<file path="config.mk">
export PLATFORM = sky130hd
export DESIGN_NAME = ps2_host_tx
export DESIGN_NICKNAME = d
export VERILOG_FILES = /design/src/rtl/ps2_pkg.sv /design/src/rtl/ps2_line_filter.sv /design/src/rtl/ps2_host_tx.sv
export SDC_FILE = /design/constraint.sdc
export NUM_CORES = 1
export LEC_CHECK = 0
export CAP_MARGIN = 20
export CORE_MARGIN = 3
export CORE_UTILIZATION = 62
export DETAILED_ROUTE_END_ITERATION = 6
export PLACE_DENSITY = 0.91
export SLEW_MARGIN = 25
export SYNTH_ARGS = -nofsm -noshare
export SYNTH_HDL_FRONTEND = slang
export SYNTH_SLANG_ARGS = --single-unit
</file>
<file path="constraint.sdc">
create_clock -name clk_sys -period 5.4 [get_ports clk_sys]
set_input_delay 0.81 -clock clk_sys [delete_from_list [all_inputs] [get_ports clk_sys]]
set_output_delay 0.81 -clock clk_sys [all_outputs]
set_load 0.05 [all_outputs]
</file>
<file path="src/rtl/ps2_pkg.sv">
// Shared PS/2 definitions: host-transmit FSM states, frame size and timing helper.
`timescale 1ns/1ps
package ps2_pkg;

  typedef enum logic [2:0] {IDLE, INHIBIT, RTS, SHIFT, ACKWAIT, FAIL} tx_state_t;

  localparam int unsigned FRAME_BITS = 10;

  function automatic int unsigned us2cyc(input int unsigned clk_hz, input int unsigned us);
    return 32'((64'(clk_hz) * 64'(us)) / 64'd1_000_000);
  endfunction

endpackage

</file>
<file path="src/rtl/ps2_line_filter.sv">
// Two-flop synchronizer plus FILTER_LEN-sample glitch filter for one PS/2 line.
`timescale 1ns/1ps
module ps2_line_filter #(
  parameter int unsigned FILTER_LEN = 4
) (
  input  logic clk_sys,
  input  logic reset,
  input  logic raw,
  output logic level,
  output logic fall
);

  localparam int unsigned CW = $clog2(FILTER_LEN + 1);

  logic [1:0]    sync;
  logic [CW-1:0] cnt;

  // level follows sync[1] only after FILTER_LEN consecutive differing samples;
  // fall is registered alongside the level change so it adds no extra cycle.
  always_ff @(posedge clk_sys) begin
    if (reset) begin
      sync  <= '1;
      level <= 1'b1;
      cnt   <= '0;
      fall  <= 1'b0;
    end else begin
      sync <= {sync[0], raw};
      fall <= 1'b0;
      if (sync[1] != level) begin
        if (cnt == CW'(FILTER_LEN - 1)) begin
          level <= sync[1];
          cnt   <= '0;
          fall  <= level;
        end else begin
          cnt <= cnt + 1'b1;
        end
      end else begin
        cnt <= '0;
      end
    end
  end

endmodule

</file>
<file path="src/rtl/ps2_host_tx.sv">
// Host-to-device PS/2 transmitter: inhibit, request-to-send, clocked-out frame, ack check.
`timescale 1ns/1ps
module ps2_host_tx
  import ps2_pkg::*;
#(
  parameter int unsigned CLK_HZ           = 24_000_000,
  parameter int unsigned INHIBIT_US       = 100,
  parameter int unsigned START_TIMEOUT_US = 15_000,
  parameter int unsigned XFER_TIMEOUT_US  = 2_000,
  parameter int unsigned FILTER_LEN       = 4
) (
  input  logic       clk_sys,
  input  logic       reset,
  input  logic [7:0] tx_data,
  input  logic       tx_valid,
  output logic       tx_ready,
  output logic       tx_done,
  output logic       tx_error,
  output logic       busy,
  input  logic       ps2_clk_i,
  input  logic       ps2_dat_i,
  output logic       clk_oe,
  output logic       dat_oe
);

  localparam int unsigned INH_CYC   = us2cyc(CLK_HZ, INHIBIT_US);
  localparam int unsigned START_CYC = us2cyc(CLK_HZ, START_TIMEOUT_US);
  localparam int unsigned XFER_CYC  = us2cyc(CLK_HZ, XFER_TIMEOUT_US);
  localparam int unsigned TW        = $clog2(START_CYC) + 1;

  localparam logic [TW-1:0] INH_LAST   = TW'(INH_CYC - 1);
  localparam logic [TW-1:0] START_LAST = TW'(START_CYC - 1);
  localparam logic [TW-1:0] XFER_LAST  = TW'(XFER_CYC - 1);

  tx_state_t     state, state_n;
  logic [TW-1:0] timer, timer_n;
  logic [9:0]    frame, frame_n;
  logic [3:0]    bitcnt, bitcnt_n;
  logic          dat_bit, dat_bit_n;

  logic clk_f, clk_fall, dat_f, dat_fall_unused;

  ps2_line_filter #(.FILTER_LEN(FILTER_LEN)) u_clk_filter (
    .clk_sys (clk_sys),
    .reset   (reset),
    .raw     (ps2_clk_i),
    .level   (clk_f),
    .fall    (clk_fall)
  );

  ps2_line_filter #(.FILTER_LEN(FILTER_LEN)) u_dat_filter (
    .clk_sys (clk_sys),
    .reset   (reset),
    .raw     (ps2_dat_i),
    .level   (dat_f),
    .fall    (dat_fall_unused)
  );

  always_ff @(posedge clk_sys) begin
    if (reset) begin
      state   <= IDLE;
      timer   <= '0;
      frame   <= '0;
      bitcnt  <= '0;
      dat_bit <= 1'b1;
    end else begin
      state   <= state_n;
      timer   <= timer_n;
      frame   <= frame_n;
      bitcnt  <= bitcnt_n;
      dat_bit <= dat_bit_n;
    end
  end

  // The frame shifts right on every device fall, so frame[0] is always the next bit to drive.
  always_comb begin
    state_n   = state;
    frame_n   = frame;
    bitcnt_n  = bitcnt;
    dat_bit_n = dat_bit;
    timer_n   = (timer == '1) ? timer : timer + 1'b1;

    case (state)
      IDLE: begin
        timer_n  = '0;
        bitcnt_n = '0;
        if (tx_valid) begin
          frame_n = {1'b1, ~^tx_data, tx_data};
          state_n = INHIBIT;
        end
      end
      INHIBIT: begin
        if (timer == INH_LAST) begin
          timer_n  = '0;
          bitcnt_n = '0;
          state_n  = RTS;
        end
      end
      RTS: begin
        if (clk_fall) begin
          dat_bit_n = frame[0];
          frame_n   = {1'b1, frame[9:1]};
          bitcnt_n  = 4'd1;
          timer_n   = '0;
          state_n   = SHIFT;
        end else if (timer >= START_LAST) begin
          state_n = FAIL;
        end
      end
      SHIFT: begin
        if (clk_fall) begin
          if (bitcnt == 4'(FRAME_BITS)) begin
            state_n = dat_f ? FAIL : ACKWAIT;
          end else begin
            dat_bit_n = frame[0];
            frame_n   = {1'b1, frame[9:1]};
            bitcnt_n  = bitcnt + 4'd1;
          end
        end else if (timer >= XFER_LAST) begin
          state_n = FAIL;
        end
      end
      ACKWAIT: begin
        if (clk_f && dat_f) begin
          state_n = IDLE;
        end else if (timer >= XFER_LAST) begin
          state_n = FAIL;
        end
      end
      FAIL: begin
        state_n = IDLE;
      end
      default: begin
        state_n = IDLE;
      end
    endcase
  end

  always_comb begin
    tx_ready = (state == IDLE) && !reset;
    busy     = (state != IDLE);
    clk_oe   = (state == INHIBIT);
    dat_oe   = (state == RTS) || ((state == SHIFT) && !dat_bit);
    tx_done  = (state == ACKWAIT) && clk_f && dat_f && !reset;
    tx_error = (state == FAIL) && !reset;
  end

endmodule

</file>
==> results of run 1 <==
-- state kept, by name, summed over array words and instances, names as in the netlist --
name and count:
timer 20, frame 10, bitcnt 4, state 3
u_clk_filter.cnt 3, u_dat_filter.cnt 3, u_clk_filter.sync 2, u_dat_filter.sync 2
dat_bit 1, u_clk_filter.fall 1, u_clk_filter.level 1, u_dat_filter.level 1
-- layout make-up --
class / instances / area, um^2
multi-input cells: 222 / 1440
clock inverters: 3 / 25.0
flip-flops and latches: 51 / 1020
well taps: 48 / 60.1
fillers: 283 / 980
inverters: 13 / 48.8
repair buffers: 19 / 188
clock buffers: 5 / 68.8
-- critical path, delay by kind of cell --
kind	cells	cell delay [ps]
buf+inv	3	1470
simple gates	2	560
-- power groups by stage --
stage | Sequential (mW) | Combinational [mW] | Clock [mW]
finish | 0.459 | 0.326 | 0.226
global route | 0.466 | 0.358 | 0.244
CTS | 0.458 | 0.327 | 0.230
detailed placement | 0.467 | 0.325 | 0
global placement | 0.464 | 0.318 | 0
floorplan | 0.441 | 0.276 | 0
-- per-stage QoR --
| step | total power [mW] | hold WS [ps] | cell area (um^2) | worst slack (ps) | utilization |
|---|---|---|---|---|---|
| after floorplan | 0.717 | 389 | 2570 | 1970 | - |
| after global placement | 0.782 | 393 | 2750 | 1740 | 0.719 |
| after detailed placement | 0.792 | 393 | 2750 | 1730 | 0.719 |
| after CTS | 1.01 | 417 | 2840 | 1730 | 0.743 |
| after global routing | 1.07 | 436 | 2850 | 1620 | 0.744 |
| final | 1.01 | 417 | 2850 | 1750 | 0.744 |
-- per-layer routing --
layer | wire length (um) | GRT usage
met1 | 2370 | 0.296
met2 | 2360 | 0.327
met3 | 235 | 0.0532
met4 | 111 | 0.0872
met5 | 0 | 0
-- cells by family (layout without fill, tap and decap cells) --
| kind of cell | Yosys count | in the layout |
|---|---|---|
| and+or+nand+nor | 129 | 129 |
| AOI/OAI and AO/OA | 52 | 52 |
| DFF | 51 | 51 |
| buffers and inverters | 26 | 40 |
| xor gates and xnor gates | 23 | 23 |
| muxes | 11 | 11 |
| adders and majority gates | 7 | 7 |
-- worst max path at each step --
stage	startpoint	end	slack, ps
finish	reset	tx_done	1750
global route	reset	tx_done	1620
CTS	reset	tx_done	1730
detailed placement	reset	tx_done	1730
global placement	reset	tx_done	1740
floorplan	reset	tx_ready	1970
-- cell usage after synthesis, types with 7 or more instances --
| cell | instances |
|---|---|
| a211oi_1 | 12 |
| a21oi_1 | 11 |
| clkbuf_1 | 9 |
| dfxtp_1 | 51 |
| ha_1 | 7 |
| inv_1 | 12 |
| mux2i_1 | 11 |
| nand2_1 | 16 |
| nand3_1 | 9 |
| nor2_1 | 45 |
| nor3_1 | 12 |
| o21ai_0 | 10 |
| xnor2_1 | 19 |
==> reports/results.ini, run 1 <==
[die]
boundaryPins = 19
rows = 22
die_height_um = 70.4
die_area_um2 = 4960
dieWidth_um = 70.4
core-area_um2 = 3830
start_util = 0.673

[worst_hold_path]
hold_end = u_clk_filter.sync[1]$_SDFF_PP1_
hp-class = register to register
holdPathStages = 1
min_from = u_clk_filter.sync[0]$_SDFF_PP1_

[sta]
fin_crit_ps = 3650
worstMarginPinSlew_ps = 733
slew_headroom = 0.511
period_share = 0.676
tns_ps = 0
hold_violations = 0
setup_viol = 0
rsz0062_at_grt = false
maxSlewViolCount = 0
max_freq_mhz = 274
skew_ps = 17.7

[layout]
syn_to_final_growth_pct = 10.5
antenna_cells = 0
layout.nets = 332
layout_commonest_cell = dfxtp_1
drive_gt1_frac = 0.0735
stdcell_count = 361
layout_common_cells = dfxtp_1 (51), nor2_1 (44), xnor2_1 (19)

[worst_setup_path]
slowest_delay_ps = 840
crit_slowest_cell = clkdlybuf4s50_1
critPathLaunchType = input port
cp-end-kind = output port
crit_fanout = 30
r2r-start = timer[0]$_SDFF_PP0_
path_class = input port to output port
reg2reg_depth = 7
regToRegEndpoint = timer[3]$_SDFF_PP0_
crit_arrival_ps = 2840
cp_cell_sequence = clkdlybuf4s50_1 -> buf_4 -> or3_1 -> nor3_1 -> clkdlybuf4s50_1
rrSetupSlack_ps = 2800
crit_top_cell = clkdlybuf4s50_1
crit_required_ps = 4590

[synthesis]
synth.avg_cell_area_um2 = 8.61
synth_mux_area_frac = 0.0428
netlist_instances = 299
synth-seq-cells = 51
syn-num-nets = 319
async_flop_share = 0
synth_top_family_by_area = simple AND/OR/NAND/NOR gates
synth_ff_type = dfxtp_1
yosysWarningCount = 0
synth_cell_types = 52
synthTopCellsByArea = dfxtp_1 (40%), nor2_1 (6.6%), xnor2_1 (6.5%), mux2i_1 (4.3%), a211oi_1 (3.5%)
synth_compound_area_frac = 0.139
synthSimpleGateAreaFrac = 0.262
synth_area_leader_cell = dfxtp_1
synth_edf_count = 0
netlist_area_um2 = 2570
synth-adder-area-share = 0.0340
synth_top_area_share = 0.397
synth-xor-area-share = 0.0782
yosysSeqAreaShare = 0.397

[global_route]
antenna_found_initial = 0
grt_max_degree = 31
grt_pass1_wl_mm = 8.89
grt_overflow = 0
grt.total_usage = 0.217
grt_pass1_vias = 1968

[placement]
hpwl_mm = 3.57
placed_cells = 353
gp_congestion = 0.828
portBuffers = 18

[detailed_routing]
dr_total_vias = 2118
ant_nets = 0
wl_per_cell_um = 14.1
dr.pass1.iters = 4
totalWireLength_mm = 5.08
drtIter0Drc = 181
detail_route.vias_per_cell = 5.87
drc_errors = 0

[cts]
path_clk_slew_ps = 100
holdBufCountCts = 0
clk_latency_ps = 310
post_cts_buffers = 0
cts-root-buf = clkbuf_8
htreeDepth = 2
clock_sinks = 51
cts_resized = 0
clock_path_buffers = 2
numCtsBuffers = 5
cts_tree = built

[pwr]
power_frac_comb = 0.322
leakage_nw = 0.994
switching_share = 0.374
powerDensity_nw_per_um2 = 355
p_int_uw = 632
clkPwrFrac = 0.224
netSwitchingPower_uw = 379
seqPwrFrac = 0.454
vdd_ir_drop_max_uv = 216

[job]
maxCapViolations = 0

[outcome]
outcome = complete, no violations

No activity file was read; power rests on OpenSTA's default activity.
==> run 2: changes to the inputs <==
--- a/config.mk
+++ b/config.mk
@@ -7,9 +7,9 @@
 export LEC_CHECK = 0
 export CAP_MARGIN = 20
 export CORE_MARGIN = 3
-export CORE_UTILIZATION = 62
+export CORE_UTILIZATION = 58
 export DETAILED_ROUTE_END_ITERATION = 6
-export PLACE_DENSITY = 0.91
+export PLACE_DENSITY = 0.86
 export SLEW_MARGIN = 25
 export SYNTH_ARGS = -nofsm -noshare
 export SYNTH_HDL_FRONTEND = slang
==> constraint.sdc (replaced) <==
create_clock -name clk_sys -period 3.8 [get_ports clk_sys]
set_input_delay 0.57 -clock clk_sys [delete_from_list [all_inputs] [get_ports clk_sys]]
set_output_delay 0.57 -clock clk_sys [all_outputs]
set_load 0.05 [all_outputs]
==> reports/results.ini, run 2 (synthesis results as in run 1) <==
[outcome]
outcome = complete, no violations

[cts]
post_cts_buffers = 0
clock_path_buffers = 2
cts_tree = built
clock_sinks = 51
numCtsBuffers = 5
cts_resized = 0
path_clk_slew_ps = 90
holdBufCountCts = 0
cts-root-buf = clkbuf_8
clk_latency_ps = 300
htreeDepth = 2

[sta]
max_freq_mhz = 328
hold_violations = 0
fin_crit_ps = 3050
hold_ws_ps = 414
setup_viol = 0
tns_ps = 0
rsz0062_at_grt = false
slew_headroom = 0.551
worstMarginPinSlew_ps = 664
maxSlewViolCount = 0
period_share = 0.803
skew_ps = 6.21

[pwr]
vdd_ir_drop_max_uv = 529
powerDensity_nw_per_um2 = 520
leakage_nw = 1.02

[global_route]
grt_overflow = 0
grt.total_usage = 0.204
grt_pass1_wl_mm = 8.63
grt_max_degree = 30
grt_pass1_vias = 1953
antenna_found_initial = 0

[layout]
layout_common_cells = dfxtp_1 (51), nor2_1 (45), xnor2_1 (19)
layout_commonest_cell = dfxtp_1
antenna_cells = 0
drive_gt1_frac = 0.0794
largestRegisters = timer (20), frame (10), bitcnt (4)
layout.nets = 334
post-route-util = 0.696
largest_reg_flops = 20
regMostFlops = timer
syn_to_final_growth_pct = 12.0
final_area_um2 = 2880

[die]
start_util = 0.621
dieWidth_um = 72.6
die_height_um = 72.6
die_area_um2 = 5280
boundaryPins = 19
rows = 23
core-area_um2 = 4140

[placement]
hpwl_mm = 3.47
placed_cell_area_um2 = 2770
gp_congestion = 0.834
portBuffers = 18

[detailed_routing]
detail_route.vias_per_cell = 5.78
drc_errors = 0
totalWireLength_mm = 4.84
drtIter0Drc = 144
wl_per_cell_um = 13.3
dr.pass1.iters = 4
dr_total_vias = 2108
ant_nets = 0

[worst_setup_path]
crit_slowest_cell = clkdlybuf4s50_1
critPathLaunchType = register
cp-end-kind = output port
crit_required_ps = 3230
slowest_delay_ps = 870
cp_cell_sequence = clkinv_1 -> nor3_1 -> clkdlybuf4s50_1
crit_fanout = 12
path_class = register to output port
crit_arrival_ps = 2480

[job]
maxCapViolations = 0

[worst_hold_path]
hp-class = register to register

-- run 2: metal layers --
layer	part of all wire	up-vias	global-route usage
met5	0	-	0
met4	0.0097	0	0.0635
met3	0.047	5	0.0482
met2	0.47	44	0.327
met1	0.47	978	0.272
li1	-	1081	-
-- run 2: cell type report --
type,instances,area (um^2)
multi-input combinational,222,1430
inverter,13,48.8
clock inverter,2,35.0
timing repair buffer,21,200
tap,50,62.6
sequential,51,1020
clock buffer,6,82.6
fill,338,1260
-- run 2: stage by stage --
step / power [mW] / std cells / setup slack (ps)
2_1_floorplan: 1.02 / 299 / 847
3_3_place_gp: 1.12 / 357 / 898
3_5_place_dp: 1.13 / 357 / 896
4_1_cts: 1.51 / 365 / 776
5_1_grt: 1.59 / 365 / 657
6_report: 1.50 / 365 / 747
-- run 2: worst paths after layout --
check                                       start                               to  slack, ps  cells after the start
hold / removal    u_dat_filter.sync[0]$_SDFF_PP1_  u_dat_filter.sync[1]$_SDFF_PP1_        410                      1
setup reg to reg              timer[0]$_SDFF_PP0_             timer[10]$_SDFF_PP0_       1220                      7
hold reg to reg   u_dat_filter.sync[0]$_SDFF_PP1_  u_dat_filter.sync[1]$_SDFF_PP1_        410                      1
setup / recovery            state[0]$_SDFFE_PP0P_                           clk_oe        750                      3
-- run 2: power breakdown --
| group | internal [mW] | switching [mW] | total (mW) |
|---|---|---|---|
| Clock | 0.213 | 0.168 | 0.381 |
| Sequential | 0.589 | 0.0616 | 0.650 |
| Combinational | 0.185 | 0.283 | 0.469 |
| Total | 0.987 | 0.513 | 1.50 |
-- run 2: critical path, delay by kind of cell, from the launching register on --
family | cells | cell delay, ps
buf+inv | 2 | 1220
flops | 1 | 570
simple gates | 1 | 380
